===== src/rtl/sandbox_pkg.sv =====
// Shared opcodes, FSM encodings and constants for the sandbox ALU process.
package sandbox_pkg;

  localparam int unsigned OPCODE_W = 4;
  localparam int unsigned PULSE_W  = 4;

  localparam logic [OPCODE_W-1:0] OP_ECHO  = 4'd0;
  localparam logic [OPCODE_W-1:0] OP_ADD   = 4'd1;
  localparam logic [OPCODE_W-1:0] OP_XOR   = 4'd2;
  localparam logic [OPCODE_W-1:0] OP_CLR   = 4'd3;
  localparam logic [OPCODE_W-1:0] OP_BSWAP = 4'd4;
  localparam logic [OPCODE_W-1:0] OP_INV   = 4'd5;
  localparam logic [OPCODE_W-1:0] OP_COUNT = 4'd6;
  localparam logic [OPCODE_W-1:0] OP_READ  = 4'd7;

  // Undefined opcodes return this bit replicated across the whole result word.
  localparam logic ERR_FILL = 1'b1;

  typedef enum logic [2:0] {
    ST_IDLE    = 3'd0,
    ST_EXEC    = 3'd1,
    ST_HOLD    = 3'd2,
    ST_DONE    = 3'd3,
    ST_RELEASE = 3'd4
  } aluStateT;

  typedef enum logic [1:0] {
    IND_IDLE      = 2'd0,
    IND_WAIT_RISE = 2'd1,
    IND_WAIT_FALL = 2'd2,
    IND_ACTIVE    = 2'd3
  } indStateT;

endpackage


===== src/rtl/sandbox_alu_process_if.sv =====
// Host handshake bus between the framing logic (master) and the ALU process (slave).
interface sandbox_alu_process_if #(
  parameter int unsigned DATA_W = 32,
  parameter int unsigned CTRL_W = 8
);

  logic              dataReceived;
  logic [CTRL_W-1:0] control;
  logic [DATA_W-1:0] inputData;
  logic              clearDR;
  logic              transmitData;
  logic [DATA_W-1:0] outputData;

  modport master (
    output dataReceived, control, inputData,
    input  clearDR, transmitData, outputData
  );

  modport slave (
    input  dataReceived, control, inputData,
    output clearDR, transmitData, outputData
  );

endinterface


===== src/rtl/sandbox_indicator.sv =====
// LED pulse generator: synchronises slowClock and stretches a trigger into
// IND_PULSES slowClock periods, ignoring triggers while a pulse is in flight.
module sandbox_indicator
  import sandbox_pkg::*;
#(
  parameter int unsigned IND_PULSES = 1
) (
  input  logic masterClock,
  input  logic reset,
  input  logic slowClock,
  input  logic trigger,
  output logic rxIndicator
);

  if (IND_PULSES < 1 || IND_PULSES > 15) begin : gBadPulses
    $error("IND_PULSES must be in 1..15");
  end

  logic slowMeta, slowSync, slowPrev;
  logic slowRise, slowFall;
  indStateT state, nextState;
  logic [PULSE_W-1:0] pulseCnt, pulseNext;
  logic rxNext;

  // Two-flop synchroniser plus one delayed copy for edge detection.
  always_ff @(posedge masterClock) begin
    if (!reset) begin
      slowMeta <= 1'b0;
      slowSync <= 1'b0;
      slowPrev <= 1'b0;
    end else begin
      slowMeta <= slowClock;
      slowSync <= slowMeta;
      slowPrev <= slowSync;
    end
  end

  assign slowRise = slowSync & ~slowPrev;
  assign slowFall = ~slowSync & slowPrev;

  always_ff @(posedge masterClock) begin
    if (!reset) state <= IND_IDLE;
    else        state <= nextState;
  end

  always_comb begin
    nextState = state;
    case (state)
      IND_IDLE:      if (trigger)  nextState = IND_WAIT_RISE;
      IND_WAIT_RISE: if (slowRise) nextState = IND_WAIT_FALL;
      IND_WAIT_FALL: if (slowFall) nextState = IND_ACTIVE;
      IND_ACTIVE:    if (slowFall && pulseCnt == PULSE_W'(1)) nextState = IND_IDLE;
      default:       nextState = IND_IDLE;
    endcase
  end

  always_comb begin
    rxNext    = rxIndicator;
    pulseNext = pulseCnt;
    case (state)
      IND_WAIT_FALL: begin
        if (slowFall) begin
          rxNext    = 1'b1;
          pulseNext = PULSE_W'(IND_PULSES);
        end
      end
      IND_ACTIVE: begin
        if (slowFall) begin
          if (pulseCnt == PULSE_W'(1)) rxNext = 1'b0;
          else                         pulseNext = pulseCnt - PULSE_W'(1);
        end
      end
      default: ;
    endcase
  end

  always_ff @(posedge masterClock) begin
    if (!reset) begin
      rxIndicator <= 1'b0;
      pulseCnt    <= '0;
    end else begin
      rxIndicator <= rxNext;
      pulseCnt    <= pulseNext;
    end
  end

endmodule


===== src/rtl/sandbox_alu_process.sv =====
// Sandbox ALU process: host handshake around an opcode-selected datapath with
// a persistent accumulator, transaction counter, release timeout and LED pulse.
module sandbox_alu_process
  import sandbox_pkg::*;
#(
  parameter int unsigned DATA_W          = 32,
  parameter int unsigned CTRL_W          = 8,
  parameter int unsigned TX_HOLD         = 1,
  parameter int unsigned RELEASE_TIMEOUT = 1024,
  parameter int unsigned IND_PULSES      = 1
) (
  input  logic                 masterClock,
  input  logic                 reset,
  input  logic                 slowClock,
  sandbox_alu_process_if.slave hostBus,
  output logic                 rxIndicator,
  output logic                 busy,
  output logic                 errorFlag
);

  localparam int unsigned BYTES  = DATA_W / 8;
  localparam int unsigned HOLD_W = 8;
  localparam int unsigned TO_W   = (RELEASE_TIMEOUT < 2) ? 1 : $clog2(RELEASE_TIMEOUT + 1);

  if (DATA_W == 0 || (DATA_W % 8) != 0) begin : gBadDataW
    $error("DATA_W must be a non-zero multiple of 8");
  end
  if (CTRL_W < OPCODE_W) begin : gBadCtrlW
    $error("CTRL_W must be at least 4");
  end
  if (TX_HOLD > 255) begin : gBadTxHold
    $error("TX_HOLD must be in 0..255");
  end

  // Control bits above the opcode are deliberately ignored.
  if (CTRL_W > OPCODE_W) begin : gCtrlHigh
    logic unusedCtrl;
    assign unusedCtrl = ^hostBus.control[CTRL_W-1:OPCODE_W];
  end

  aluStateT state, nextState;

  logic [OPCODE_W-1:0] opLatch, opNext;
  logic [DATA_W-1:0]   dataLatch, dataNext;
  logic [DATA_W-1:0]   acc, accNext;
  logic [DATA_W-1:0]   count, countNext;
  logic [DATA_W-1:0]   outNext;
  logic [HOLD_W-1:0]   holdCnt, holdNext;
  logic [TO_W-1:0]     toCnt, toNext;
  logic                txNext, clrNext, errNext, busyNext;

  logic [DATA_W-1:0]   swapped, execResult, execAcc;
  logic                execSetErr, execClrErr;
  logic                toEnabled, toLast;

  always_ff @(posedge masterClock) begin
    if (!reset) state <= ST_IDLE;
    else        state <= nextState;
  end

  always_comb begin
    nextState = state;
    case (state)
      ST_IDLE:    if (hostBus.dataReceived) nextState = ST_EXEC;
      ST_EXEC:    nextState = ST_HOLD;
      ST_HOLD:    if (holdCnt == '0) nextState = ST_DONE;
      ST_DONE:    nextState = ST_RELEASE;
      ST_RELEASE: if (!hostBus.dataReceived) nextState = ST_IDLE;
      default:    nextState = ST_IDLE;
    endcase
  end

  // Opcode datapath on the latched operand.
  always_comb begin
    swapped = '0;
    for (int unsigned i = 0; i < BYTES; i++) begin
      swapped[i*8 +: 8] = dataLatch[(BYTES-1-i)*8 +: 8];
    end
    execResult = dataLatch;
    execAcc    = acc;
    execSetErr = 1'b0;
    execClrErr = 1'b0;
    case (opLatch)
      OP_ECHO:  execResult = dataLatch;
      OP_ADD: begin
        execAcc    = acc + dataLatch;
        execResult = execAcc;
      end
      OP_XOR: begin
        execAcc    = acc ^ dataLatch;
        execResult = execAcc;
      end
      OP_CLR: begin
        execAcc    = '0;
        execResult = '0;
        execClrErr = 1'b1;
      end
      OP_BSWAP: execResult = swapped;
      OP_INV:   execResult = ~dataLatch;
      OP_COUNT: execResult = count + DATA_W'(1);
      OP_READ:  execResult = acc;
      default: begin
        execResult = {DATA_W{ERR_FILL}};
        execSetErr = 1'b1;
      end
    endcase
  end

  assign toEnabled = (RELEASE_TIMEOUT != 0) && (toCnt != TO_W'(RELEASE_TIMEOUT));
  assign toLast    = (toCnt == TO_W'(RELEASE_TIMEOUT - 1));

  // Next values of every registered output and datapath register.
  always_comb begin
    opNext    = opLatch;
    dataNext  = dataLatch;
    accNext   = acc;
    countNext = count;
    outNext   = hostBus.outputData;
    txNext    = hostBus.transmitData;
    clrNext   = hostBus.clearDR;
    errNext   = errorFlag;
    holdNext  = holdCnt;
    toNext    = toCnt;
    busyNext  = (nextState != ST_IDLE);
    case (state)
      ST_IDLE: begin
        if (hostBus.dataReceived) begin
          opNext   = hostBus.control[OPCODE_W-1:0];
          dataNext = hostBus.inputData;
        end
      end
      ST_EXEC: begin
        outNext   = execResult;
        txNext    = 1'b1;
        accNext   = execAcc;
        countNext = count + DATA_W'(1);
        holdNext  = HOLD_W'(TX_HOLD);
        if (execSetErr) errNext = 1'b1;
        if (execClrErr) errNext = 1'b0;
      end
      ST_HOLD: begin
        // clearDR rises on the edge that leaves HOLD.
        if (holdCnt == '0) clrNext = 1'b1;
        else               holdNext = holdCnt - HOLD_W'(1);
      end
      ST_DONE: toNext = '0;
      ST_RELEASE: begin
        if (!hostBus.dataReceived) begin
          txNext  = 1'b0;
          clrNext = 1'b0;
        end else if (toEnabled) begin
          toNext = toCnt + TO_W'(1);
          if (toLast) errNext = 1'b1;
        end
      end
      default: ;
    endcase
  end

  always_ff @(posedge masterClock) begin
    if (!reset) begin
      opLatch              <= '0;
      dataLatch            <= '0;
      acc                  <= '0;
      count                <= '0;
      hostBus.outputData   <= '0;
      hostBus.transmitData <= 1'b0;
      hostBus.clearDR      <= 1'b0;
      errorFlag            <= 1'b0;
      holdCnt              <= '0;
      toCnt                <= '0;
      busy                 <= 1'b0;
    end else begin
      opLatch              <= opNext;
      dataLatch            <= dataNext;
      acc                  <= accNext;
      count                <= countNext;
      hostBus.outputData   <= outNext;
      hostBus.transmitData <= txNext;
      hostBus.clearDR      <= clrNext;
      errorFlag            <= errNext;
      holdCnt              <= holdNext;
      toCnt                <= toNext;
      busy                 <= busyNext;
    end
  end

  sandbox_indicator #(
    .IND_PULSES (IND_PULSES)
  ) uIndicator (
    .masterClock (masterClock),
    .reset       (reset),
    .slowClock   (slowClock),
    .trigger     (state == ST_EXEC),
    .rxIndicator (rxIndicator)
  );

endmodule


===== src/flat_wrapper.sv =====
// flat-port wrapper written by rule: the top's interface ports become plain ports
module sandbox_alu_process_flat import sandbox_pkg::*;
#(
  parameter int unsigned DATA_W          = 32,
  parameter int unsigned CTRL_W          = 8,
  parameter int unsigned TX_HOLD         = 1,
  parameter int unsigned RELEASE_TIMEOUT = 1024,
  parameter int unsigned IND_PULSES      = 1
)
  (masterClock, reset, slowClock, rxIndicator, busy, errorFlag, hostBus_dataReceived, hostBus_control, hostBus_inputData, hostBus_clearDR, hostBus_transmitData, hostBus_outputData);
  sandbox_alu_process_if #(.DATA_W(DATA_W), .CTRL_W(CTRL_W)) hostBus_i ();
  input  logic masterClock;
  input  logic reset;
  input  logic slowClock;
  output logic rxIndicator;
  output logic busy;
  output logic errorFlag;
  input wire logic [$bits(hostBus_i.dataReceived)-1:0] hostBus_dataReceived;
  input wire logic [$bits(hostBus_i.control)-1:0] hostBus_control;
  input wire logic [$bits(hostBus_i.inputData)-1:0] hostBus_inputData;
  output wire logic [$bits(hostBus_i.clearDR)-1:0] hostBus_clearDR;
  output wire logic [$bits(hostBus_i.transmitData)-1:0] hostBus_transmitData;
  output wire logic [$bits(hostBus_i.outputData)-1:0] hostBus_outputData;
  assign hostBus_i.dataReceived = hostBus_dataReceived;
  assign hostBus_i.control = hostBus_control;
  assign hostBus_i.inputData = hostBus_inputData;
  assign hostBus_clearDR = hostBus_i.clearDR;
  assign hostBus_transmitData = hostBus_i.transmitData;
  assign hostBus_outputData = hostBus_i.outputData;
  sandbox_alu_process #(.DATA_W(DATA_W), .CTRL_W(CTRL_W), .TX_HOLD(TX_HOLD), .RELEASE_TIMEOUT(RELEASE_TIMEOUT), .IND_PULSES(IND_PULSES)) u_core (.masterClock(masterClock), .reset(reset), .slowClock(slowClock), .hostBus(hostBus_i), .rxIndicator(rxIndicator), .busy(busy), .errorFlag(errorFlag));
endmodule

===== config.mk =====
export PLATFORM = sky130hd
export DESIGN_NAME = sandbox_alu_process_flat
export DESIGN_NICKNAME = d
export VERILOG_FILES = /design/src/rtl/sandbox_pkg.sv /design/src/rtl/sandbox_alu_process_if.sv /design/src/rtl/sandbox_indicator.sv /design/src/rtl/sandbox_alu_process.sv /design/src/flat_wrapper.sv
export SDC_FILE = /design/constraint.sdc
export NUM_CORES = 1
export LEC_CHECK = 0
export CAP_MARGIN = 25
export CORE_MARGIN = 4
export CORE_UTILIZATION = 54
export DETAILED_ROUTE_END_ITERATION = 7
export GPL_TIMING_DRIVEN = 0
export MAX_ROUTING_LAYER = met4
export PLACE_DENSITY = 0.78
export RECOVER_POWER = 50
export SKIP_LAST_GASP = 1
export SLEW_MARGIN = 20
export SYNTH_ARGS = -nofsm -noshare
export SYNTH_HDL_FRONTEND = slang
export SYNTH_HIERARCHICAL = 1
export SYNTH_SLANG_ARGS = --single-unit

===== constraint.sdc =====
create_clock -name masterClock -period 2.94 [get_ports masterClock]
set_input_delay 0.588 -clock masterClock [delete_from_list [all_inputs] [get_ports masterClock]]
set_output_delay 0.588 -clock masterClock [all_outputs]
set_load 0.01 [all_outputs]

==> flow_summary.ini <==
[outcome]
status = complete, but fails checks
violations = setup timing

[routing]
via_per_inst = 6.551
drc = 0
drtIter0Drc = 1535
ant_nets = 0
drt-pass1-iter-count = 8
drt-total-wl_um = 38740
wl_per_cell_um = 22.35
via_count = 11350

[timing]
setup_viol = 5
hold_violations = 0
fin_worst_hold_slack_ns = 0.4412
slew_headroom_pct = 22.96
worst_slew_pin_slew_ns = 1.145
finalCritPeriodShare_pct = 105.0
fmax_mhz = 324.0
slew_viol_final = 0
rsz0062_at_grt = true
finClkSkew_ns = 0.01305
setup_ws_ns = -0.1468
period_minus_slack_ns = 3.087

[synthesis]
yosysWarnings = 6
async_flop_share_pct = 0
synth_edf_count = 0
synth_area_um2 = 10250
yosysUniqueCellTypes = 81
avgSynthCellArea_um2 = 7.567
yosysSeqAreaShare_pct = 32.82
syn_nets = 1440
synth_seq_cells = 168
synthFlopType = dfxtp_1
netlist_instances = 1354

[die]
ios = 81
die_w_um = 145.7
dieArea_um2 = 21240
placementRows = 50
initial_utilization_pct = 54.78
coreArea_um2 = 18710
die_y_um = 145.7

[placement]
portBuffers = 76
dp_cells = 1665
dp_hpwl_um = 27570
place_ws_ns = -0.5458
gp_congestion = 1.057

[min_path]
hold_depth = 1
hold_path_class = reg2reg

[critical_path]
worstSetupPathType = reg2reg
worst_setup_path_end_kind = register
path_buf_inv = 3
crit_arrival_ns = 3.41
slowest_delay_ns = 0.38
critPathSlowestCell = a221o_1
crit_cells = 13
critPathLaunchType = register
cp_cell_sequence = ha_1 > buf_6 > a21o_1 > a211o_1 > a221o_1 > a21oi_4 > buf_12 > o41ai_4 > o41ai_2 > xnor2_1 > buf_4 > a221oi_4 > nor2_1
r2r_cells = 13
crit_required_ns = 3.26
path_delay_family = compound AO/OA/AOI/OAI gates
cp_max_fo = 8

[cts]
clk_latency_ns = 0.44
cts.path.max_buffers = 2
htree_levels = 4
cts_sinks = 168
clk_pin_slew_ns = 0.08
cts-root-buf = clkbuf_16
cts_buffers = 17
cts_tree = yes

[global_routing]
grt_max_degree = 19
grt_use_total_pct = 35.66
grt_overflow_total = 0
first_global_vias = 10390
antenna_found_initial = 0
grt_first_pass_wirelength_um = 58280

[cells_and_area]
n_fill_cell = 1626
area_growth_pct = 24.04
diodes = 0
drive_above_1_share_pct = 12.01
multi_input_area_um2 = 6812
finalNonFillerCells = 1733
seq_area_um2 = 3410
nNetsFinal = 1572

[pwr]
total_power_w = 0.006904
peakVddDrop_v = 0.0003990
leakagePower_nw = 5.068
powerDensity_nw_per_um2 = 543.2

[flow_run]
maxCapViolCount = 0
==> cells in the mapped netlist, types with 3 or more instances <==
cell       number  area share [%]
a2111oi_0       3            0.26
a211oi_1        9            0.66
a21boi_0        4            0.29
a21o_1         21             1.5
a21oi_1       122             6.0
a221oi_1       75             6.4
a22oi_1        10            0.73
a31oi_1        12            0.73
and2_1         10            0.61
and3_1         12            0.73
and4_1          3            0.26
buf_1           5            0.18
buf_2           8            0.39
clkbuf_1       85             3.1
dfxtp_1       168              33
ha_1           41             5.0
inv_1          26            0.95
mux2i_1         5            0.49
nand2_1       184             6.7
nand2b_1        9            0.55
nand3_1        35             1.7
nand4_1         8            0.49
nor2_1        155             5.7
nor2b_1        10            0.61
nor3_1         35             1.7
nor4_1          5            0.31
nor4b_1         3            0.26
o211ai_1        9            0.66
o21ai_0       102             5.0
o21ai_1         4            0.20
o21bai_1        8            0.59
o31ai_1         4            0.29
o41ai_2         3            0.48
or3_1          19             1.2
xnor2_1        45             3.8
xor2_1         43             3.7
==> metrics by stage <==
| step | TNS, ns | util, % | cell area [µm²] |
|---|---|---|---|
| 2_1_floorplan | 0 | - | 10250 |
| 3_3_place_gp | -31.84 | 60.41 | 11300 |
| 3_5_place_dp | -10.90 | 60.47 | 11310 |
| 4_1_cts | -0.1080 | 65.15 | 12190 |
| 5_1_grt | -2.074 | 67.95 | 12710 |
| 6_report | -0.4317 | 67.95 | 12710 |
==> metal layers <==
layer,global-route usage (%),up-vias,routed length (µm)
met5,-,-,0
met1,45.85,5256,15400
met4,14.01,0,1797
met2,54.29,772,17080
met3,8.595,182,4457
li1,-,5143,-
==> worst paths after layout <==
kind / from / end / slack [ns]
worst max-delay path: u_core/dataLatch[16] / u_core/hostBus.outputData[30] / -0.15
worst max register to register: u_core/dataLatch[16] / u_core/hostBus.outputData[30] / -0.15
worst min register to register: u_core/uIndicator/slowMeta / u_core/uIndicator/slowSync / 0.44
worst min-delay path: u_core/uIndicator/slowMeta / u_core/uIndicator/slowSync / 0.44
==> state kept, by name, summed over array words and instances (netlist names) <==
signal / count
u_core/toCnt: 11
u_core/uIndicator/slowMeta: 1
u_core/acc: 32
u_core/dataLatch: 32
u_core/uIndicator/slowSync: 1
u_core/uIndicator/state: 2
u_core/hostBus.outputData: 32
u_core/hostBus.clearDR: 1
u_core/hostBus.transmitData: 1
u_core/uIndicator/rxIndicator: 1
u_core/errorFlag: 1
u_core/busy: 1
u_core/state: 3
u_core/uIndicator/slowPrev: 1
u_core/uIndicator/pulseCnt: 4
u_core/count: 32
u_core/opLatch: 4
u_core/holdCnt: 8
==> cell usage in the layout, fill, tap and decap left out, types with 39 or more instances in the layout <==
| cell type | count |
|---|---|
| xnor2_1 | 44 |
| o21ai_0 | 100 |
| dfxtp_1 | 145 |
| clkbuf_1 | 78 |
| buf_4 | 39 |
| nand2_1 | 184 |
| nor2_1 | 152 |
| a21oi_1 | 115 |
| xor2_1 | 41 |
| a221oi_1 | 65 |
==> cell type report <==
| cell class | instances | share of cell area [%] |
|---|---|---|
| flip-flops and latches | 168 | 26.83 |
| multi-input cells | 1058 | 53.59 |
| plain buffers | 95 | 3.199 |
| clock inverters | 14 | 1.240 |
| repair buffers | 119 | 8.663 |
| well taps | 234 | 2.304 |
| clock buffers | 18 | 3.377 |
| inverters | 27 | 0.7974 |
==> cell families after synthesis <==
family	Yosys count	synth area share [%]
AO/OA/AOI/OAI	420	27.01
XOR/XNOR	88	7.522
adder cells (fa/ha/maj)	42	5.202
buffers and inverters	128	4.909
flip-flops	168	32.82
multiplexers	6	0.5984
AND/OR/NAND/NOR	502	21.93
==> repair_timing <==
item,CTS,global route
pin swaps,21,32
hold endpoints to repair,0,0
setup buffers,15,27
hold buffers,0,0
cloned,0,0
resized for setup,49,78
endpoints found under the setup margin,33,36
==> power breakdown <==
group	total, W	leakage [nW]	switching (W)	internal [W]
sequential	0.00269	1.38	0.000211	0.00248
clock	0.00225	0.287	0.00111	0.00114
combinational	0.00196	3.40	0.00121	0.000751
total	0.00690	5.07	0.00253	0.00437
(Power assumes the default switching activity.)
